**config.mk**
```make
export PLATFORM = sky130hd
export DESIGN_NAME = seq_scan_ctrl
export DESIGN_NICKNAME = d
export VERILOG_FILES = /design/src/rtl/seq_scan_ctrl.sv
export SDC_FILE = /design/constraint.sdc
export NUM_CORES = 1
export LEC_CHECK = 0
export BUFFER_PORTS_ARGS = -buffer_cell sky130_fd_sc_hd__buf_2
export CAP_MARGIN = 20
export CORE_MARGIN = 3
export CORE_UTILIZATION = 40
export CTS_CLUSTER_DIAMETER = 80
export DETAILED_ROUTE_END_ITERATION = 6
export GPL_TIMING_DRIVEN = 0
export PLACE_DENSITY_LB_ADDON = 0.12
export SYNTH_ARGS = -nofsm -noshare
export SYNTH_HDL_FRONTEND = slang
export SYNTH_SLANG_ARGS = --single-unit
export TNS_END_PERCENT = 10
```
**constraint.sdc**
```tcl
create_clock -name clk -period 1.7 [get_ports clk]
set_input_delay 0.425 -clock clk [delete_from_list [all_inputs] [get_ports clk]]
set_output_delay 0.425 -clock clk [all_outputs]
set_load 0.02 [all_outputs]
```
**src/rtl/seq_scan_ctrl.sv**
```systemverilog
// Two-requester serial pattern scanner: arbitrates a word, shifts it MSB-first
// through an overlapping "1010" Mealy detector and returns the count and position mask.
//
// ctrl state | meaning
// IDLE       | waiting for a request; grants one requester, loads its word
// SHIFT      | W cycles feeding one bit per cycle to the detector, then one commit cycle
// RESP       | result registers valid, held until the consumer accepts
//
// det state  | meaning
// S0         | no useful suffix
// S1         | suffix "1"
// S2         | suffix "10"
// S3         | suffix "101"; a 0 here completes a detection
module seq_scan_ctrl #(
    parameter int W  = 8,
    parameter int CW = 4
) (
    input  logic          clk,
    input  logic          reset,
    input  logic          req0_valid,
    input  logic [W-1:0]  req0_data,
    output logic          req0_ready,
    input  logic          req1_valid,
    input  logic [W-1:0]  req1_data,
    output logic          req1_ready,
    output logic          res_valid,
    input  logic          res_ready,
    output logic          res_id,
    output logic [CW-1:0] res_count,
    output logic [W-1:0]  res_mask,
    output logic          busy
);

    typedef enum logic [1:0] {IDLE, SHIFT, RESP} ctrl_t;
    typedef enum logic [1:0] {S0, S1, S2, S3} det_t;

    ctrl_t          r_state;
    ctrl_t          w_state_next;
    det_t           r_det;
    det_t           w_det_next;
    logic [W-1:0]   r_shift;
    logic [CW-1:0]  r_bitcnt;
    logic [W-1:0]   r_acc_mask;
    logic [CW-1:0]  r_acc_count;
    logic           r_id;
    logic           r_last;
    logic           r_res_valid;
    logic           r_res_id;
    logic [CW-1:0]  r_res_count;
    logic [W-1:0]   r_res_mask;

    logic           w_grant0;
    logic           w_grant1;
    logic           w_bit;
    logic           w_detect;
    logic           w_shift_done;

    // r_last = 1 means req1 was granted last, so req0 wins the next tie
    assign w_grant0     = (r_state == IDLE) && !reset && req0_valid && (!req1_valid || r_last);
    assign w_grant1     = (r_state == IDLE) && !reset && req1_valid && (!req0_valid || !r_last);
    assign w_bit        = r_shift[W-1];
    assign w_shift_done = (r_bitcnt == CW'(W));

    assign req0_ready = w_grant0;
    assign req1_ready = w_grant1;
    assign res_valid  = r_res_valid;
    assign res_id     = r_res_id;
    assign res_count  = r_res_count;
    assign res_mask   = r_res_mask;
    assign busy       = (r_state != IDLE);

    always_comb begin
        w_det_next = r_det;
        w_detect   = 1'b0;
        case (r_det)
            S0: w_det_next = w_bit ? S1 : S0;
            S1: w_det_next = w_bit ? S1 : S2;
            S2: w_det_next = w_bit ? S3 : S0;
            S3: begin
                w_det_next = w_bit ? S1 : S2;
                w_detect   = !w_bit;
            end
            default: w_det_next = S0;
        endcase
    end

    always_comb begin
        w_state_next = r_state;
        case (r_state)
            IDLE:    if (w_grant0 || w_grant1) w_state_next = SHIFT;
            SHIFT:   if (w_shift_done) w_state_next = RESP;
            RESP:    if (res_ready) w_state_next = IDLE;
            default: w_state_next = IDLE;
        endcase
    end

    always_ff @(posedge clk or posedge reset) begin
        if (reset) begin
            r_state     <= IDLE;
            r_det       <= S0;
            r_shift     <= '0;
            r_bitcnt    <= '0;
            r_acc_mask  <= '0;
            r_acc_count <= '0;
            r_id        <= 1'b0;
            r_last      <= 1'b1;
            r_res_valid <= 1'b0;
            r_res_id    <= 1'b0;
            r_res_count <= '0;
            r_res_mask  <= '0;
        end else begin
            r_state <= w_state_next;
            case (r_state)
                IDLE: begin
                    if (w_grant0 || w_grant1) begin
                        r_shift     <= w_grant1 ? req1_data : req0_data;
                        r_id        <= w_grant1;
                        r_last      <= w_grant1;
                        r_det       <= S0;
                        r_bitcnt    <= '0;
                        r_acc_mask  <= '0;
                        r_acc_count <= '0;
                    end
                end
                SHIFT: begin
                    if (!w_shift_done) begin
                        r_det       <= w_det_next;
                        r_shift     <= r_shift << 1;
                        // shifting the mask in from the LSB lands serial bit i at W-1-i
                        r_acc_mask  <= {r_acc_mask[W-2:0], w_detect};
                        r_acc_count <= r_acc_count + {{(CW-1){1'b0}}, w_detect};
                        r_bitcnt    <= r_bitcnt + CW'(1);
                    end else begin
                        r_res_valid <= 1'b1;
                        r_res_id    <= r_id;
                        r_res_count <= r_acc_count;
                        r_res_mask  <= r_acc_mask;
                    end
                end
                RESP: begin
                    if (res_ready) r_res_valid <= 1'b0;
                end
                default: r_res_valid <= 1'b0;
            endcase
        end
    end

endmodule

```
# ---- After elaboration in Yosys (flattened, before gate mapping)
# Index checks and enable logic that the tools add are counted.
dict set report totals {
  ram_bits 0
  rom_bits 0
  latchBits 0
  output_inout_bits 17
  word_cells 75
  regBits 44
  n_memories 0
}
dict set report op_classes {
  order_cmp 0
  muxes 27
  n_eq_ne 10
  n_reduce_logical 23
  shifts 0
  multipliers 0
  n_bitwise 1
  add_sub_neg 2
  div 0
}
# cell n
set op_table {}
lappend op_table {{$mux W8} 5}
lappend op_table {{$pmux W8 S2} 2}
lappend op_table {{$pmux W4 S2} 2}
lappend op_table {{$mux W2} 7}
lappend op_table {{$mux W4} 3}
lappend op_table {{$pmux W2 S3} 2}
lappend op_table {{$reduce_and A3 Y1} 3}
lappend op_table {{$eq A2 B2 Y1 const B} 3}
lappend op_table {{$ne A2 B2 Y1 const B} 3}
lappend op_table {{$logic_and A1 B1 Y1} 5}
lappend op_table {{$logic_not A1 Y1} 5}
lappend op_table {{$add A4 B1 Y4} 1}
lappend op_table {{$add A4 B1 Y4 const B} 1}
lappend op_table {{$eq A2 B1 Y1 const B} 2}
lappend op_table {{$eq A4 B4 Y1 const B} 1}
lappend op_table {{$logic_not A2 Y1} 2}
lappend op_table {{$mux W1} 4}
lappend op_table {{$pmux W2 S2} 1}
lappend op_table {{$reduce_and A2 Y1} 2}
lappend op_table {{$reduce_bool A2 Y1} 2}
lappend op_table {{$logic_or A1 B1 Y1} 3}
lappend op_table {{$pmux W1 S3} 1}
lappend op_table {{$ne A2 B1 Y1 const B} 1}
lappend op_table {{$reduce_or A2 Y1} 1}
lappend op_table {{$not A1 Y1} 1}

# ---- Longest topological paths before layout
dict set report depth {
  depth_word 7
  mapped_depth 8
  depth_no_buf 7
}

# ---- Worst setup path before layout
# No wires, ideal clock.
dict set report synth_path {
  path_type {flip-flop to flip-flop}
  from {register r_state[0]}
  to {register r_shift[0]}
  required_time_ns 1.578
  t_arrival_ns 1.615
  path_stages_with_launch 5
  setup_slack_ns -0.036
  path_buffers 0
  setup_ns 0.122
  cell_sequence {dfrtp_1 nor4b_4 nand2_4 mux2_4 a32o_1}
}
dict set report synth_between {
  elab_chain_cells 7
  word_cells_on_any_way 15
  classes_between {3 x eq/ne; 3 x mux; 9 x reduce/logical}
}
# element line
set synth_rtl {}
lappend synth_rtl {{start, declared} 37} ;# ctrl_t r_state;
lappend synth_rtl {{start signal, assigned} 112} ;# r_state <= w_state_next;
lappend synth_rtl {{$logic_not A2 Y1} {59, 60, 113}}
lappend synth_rtl {{$logic_and A1 B1 Y1} {59, 60}}
lappend synth_rtl {{$logic_and A1 B1 Y1 (on tied branches) (2 in a row)} {60, 59}}
lappend synth_rtl {{$mux W8 or $logic_or A1 B1 Y1 (tied branches)} {116, 115}}
lappend synth_rtl {{$mux W8 or $ne A2 B1 Y1 (tied branches)} n/a}
lappend synth_rtl {{$pmux W8 S2 or $reduce_and A3 Y1 (tied branches)} n/a}
lappend synth_rtl {{end signal, assigned} 116} ;# r_shift <= w_grant1 ? req1_data : req0_data;
lappend synth_rtl {{end signal, assigned} 128} ;# r_shift <= r_shift << 1;
lappend synth_rtl {{end, declared} 41} ;# logic [W-1:0] r_shift;
# Several ways; a longest one is shown, not always the timed one. The select of a mux whose other input is x is not followed.
# A chain may end at the register's enable or synchronous reset.

# ---- Worst setup path in the final report
dict set report layout_path {
  from {register r_state[1]}
  to {output req1_ready}
}
dict set report layout_between {
  elab_chain_cells 4
}
# element line
set layout_rtl {}
lappend layout_rtl {{$logic_not A2 Y1} 60} ;# assign w_grant1 = (r_state == IDLE) && !reset && req1_valid && (!req0_valid || !r_last);
lappend layout_rtl {{$logic_and A1 B1 Y1 (3 in a row)} 60}
lappend layout_rtl {{end, declared} 25} ;# output logic req1_ready,
# No other way between the ends.

==> flow_metrics.py <==
metrics = {
    "run_status": {
        "run_status": "finished with violations",
        "violations": "setup timing",
    },
    "power": {
        "p_leak_nw": 1.28,
        "peakVddDrop_v": 0.000780,
        "fin_total_pwr_mw": 4.43,
        "power_density_mw_per_mm2": 1740,
    },
    "sta": {
        "setup_ws_ps": -117,
        "rsz0062_at_grt": "true",
        "hold_violations": 0,
        "maxSlewHeadroom_pct": 41.3,
        "worst_slew_pin_slew_ps": 880,
        "layout_min_cycle_time_ps": 1820,
        "fmax_ghz": 0.550,
        "setup_viol": 3,
        "fin_tns_setup_ps": -228,
        "finalCritPeriodShare_pct": 107,
        "finalClockSkew_ps": 8.46,
        "drv_slew": 0,
    },
    "layout": {
        "fin_cells": 291,
        "final-seq-area_mm2": 0.00110,
        "n_fill_cell": 425,
        "fin_util_pct": 56.0,
        "final_nets": 250,
        "antenna_cells": 0,
        "area_delta_synth_final_pct": 29.6,
        "drive_above_1_share_pct": 46.0,
        "multi_input_area_um2": 840,
    },
    "worst_setup_path": {
        "crit_chain": "nor4b_4 > nand2_4 > inv_2 > buf_6",
        "r2r-end": "r_shift[0]$_DFFE_PP0P_",
        "reg2reg_slack_ps": -60,
        "crit_type": "reg -> out",
        "cp_slowest_stage_delay_ps": 470,
        "cp_num_buf_inv": 2,
        "required_ps": 1270,
        "cp.arrival_ps": 1390,
        "startpoint_type": "flop",
        "r2r_cells": 5,
        "crit_slowest_cell": "dfrtp_2",
        "cp_top_family": "flip-flops",
        "cp_num_cells": 4,
        "cp_max_fo": 6,
        "cp-end-kind": "output pin",
        "r2r_start": "r_state[1]$_DFFE_PP0P_",
    },
    "drt": {
        "dr.pass1.iters": 4,
        "routed_wl_um": 4350,
        "antenna_left": 0,
        "drc": 0,
        "drt_iter0_drc": 105,
        "via_per_inst": 5.11,
        "post_drt_wl_per_cell_um": 15.0,
        "num_vias": 1488,
    },
    "floorplan": {
        "die_h_um": 76.2,
        "dieArea_mm2": 0.00581,
        "core_mm2": 0.00456,
        "fp.dieW_um": 76.2,
        "rows": 24,
        "top_level_ports": 38,
        "start_util_pct": 43.2,
    },
    "clock_tree": {
        "clock_sinks": 44,
        "hold_buffers": 0,
        "root_buffer": "clkbuf_8",
        "clkTransAtPathRegs_ps": 70,
        "h-tree-depth": 2,
        "clk_latency_ps": 290,
        "cts_buffers": 5,
        "cts_tree": "done",
        "clock_path_buffers": 2,
    },
    "global_route": {
        "grt_pass1_wl_um": 6890,
        "grt_pass1_vias": 1511,
        "grt.total_usage_pct": 14.7,
        "grt_max_degree": 45,
        "grt_overflow": 0,
        "antenna_found_initial": 0,
    },
    "synth": {
        "yosysWarnings": 0,
        "ys_ff_latch": 44,
        "synth_edf_count": 0,
        "yosysUniqueCellTypes": 36,
        "synthesis.nets": 194,
        "syn_area_per_cell_um2": 11.7,
        "synth_top_area_share_pct": 54.6,
        "syn_inst": 169,
        "yosysMostFrequentCell": "dfrtp_1",
        "ys_top_cells_by_area": "dfrtp_1, mux2_2, a22o_1",
        "synth-main-ff-cell": "dfrtp_1",
        "yosysSeqAreaShare_pct": 55.9,
        "async_flop_share_pct": 100,
        "synth.cells.most_frequent": "dfrtp_1, nand2_1, mux2_2, a22o_1, a21oi_1",
        "syn_area_mm2": 0.00197,
        "yosys.area.top_type": "dfrtp_1",
    },
    "worst_hold_path": {
        "hold-path-endpoint": "r_last$_DFFE_PP1P_",
        "hold_path_class": "in -> reg",
        "worstHoldStart": "req0_valid",
        "hold_depth": 2,
    },
    "placement": {
        "gp_congestion": 0.733,
        "dp_slack_ps": -300,
        "numPortBuffers": 37,
        "hpwl_um": 2890,
        "dp_cells": 271,
    },
    "flow_run": {
        "maxCapViolations": 0,
    },
}
-- repair_timing --
item	CTS	global route
resized for setup	16	20
gates cloned	0	1
setup endpoints to repair	41	42
pin swaps	6	15
setup buffers	4	7
-- state kept, by name, indices dropped and copies added (netlist names) --
register	count
r_acc_count	4
r_acc_mask	8
r_bitcnt	4
r_det	2
r_id	1
r_last	1
r_shift	8
r_state	2
res_count	4
res_id	1
res_mask	8
res_valid	1
-- how the worst max path moves through the flow --
stage	startpoint	end	slack, ps
global route	r_state[1]$_DFFE_PP0P_	req1_ready	-170
global placement	reset	r_acc_mask[7]$_DFFE_PP0P_	-340
CTS	r_state[1]$_DFFE_PP0P_	req1_ready	-150
detailed placement	reset	r_shift[0]$_DFFE_PP0P_	-300
finish	r_state[1]$_DFFE_PP0P_	req1_ready	-120
floorplan	r_state[1]$_DFFE_PP0P_	r_shift[0]$_DFFE_PP0P_	-10
-- cell families after synthesis --
logic type	after synthesis	share of synthesized area, %
muxes	16	9.20
xor gates and xnor gates	2	0.888
DFF	44	55.9
adders and majority gates	4	2.54
buffers and inverters	17	3.81
AOI/OAI and AO/OA	47	17.3
and+or+nand+nor	39	10.3
-- worst register-to-register path, cell delays in order (launching register included) --
cell and delay (ps):
dfrtp_2 470, nor4b_4 370, nand2_4 90, buf_4 180, mux2_4 300, a32o_1 240
-- stage by stage --
step | hold WS [ps] | cell area, um2
finish | 362 | 2550
global route | 358 | 2550
CTS | 328 | 2410
detailed placement | 468 | 2240
global placement | 463 | 2240
floorplan | 440 | 1970
-- metal layers --
metal,vias up,share of wire (%),global-route usage [%]
met5,-,0,0
met3,6,2.8,4.96
li1,716,-,-
met4,0,1.1,3.99
met2,24,52,24.5
met1,742,44,18.1
-- power breakdown --
part	leakage, nW	switching, mW	total, mW	internal (mW)
combinational	0.661	1.06	2.09	1.03
clock	0.0445	0.342	0.672	0.330
sequential	0.577	0.257	1.67	1.41
total	1.28	1.66	4.43	2.77
-- cells in the final DEF (no fill, tap or decap), drive strengths merged --
cell      instances
buf              56
dfrtp            43
nand2            17
mux2             14
a22o             12
a21oi            10
nor2             10
inv               9
clkbuf            8
a31o              7
o31ai             7
o21ai             5
ha                4
or2               2
mux2i             2
nand3             2
xnor2             2
nor2b             1
nand3b            1
and2              1
nor3              1
a22oi             1
nor4b             1
a32o              1
or2b              1
nor3b             1
o21a              1
a31oi             1
and3              1
o41ai             1
a21o              1
clkinvlp          1
dfstp             1
-- final cells by class --
cell class / instances / area share [%]
Sequential cell: 44 / 43.2
Clock buffer: 7 / 3.38
Inverter: 9 / 1.32
Tap cell: 65 / 3.18
Multi-Input combinational cell: 108 / 32.9
Timing Repair Buffer: 49 / 12.7
Clock inverter: 1 / 0.294
Buffer: 8 / 3.04
No activity file was read; power rests on OpenSTA's default activity.
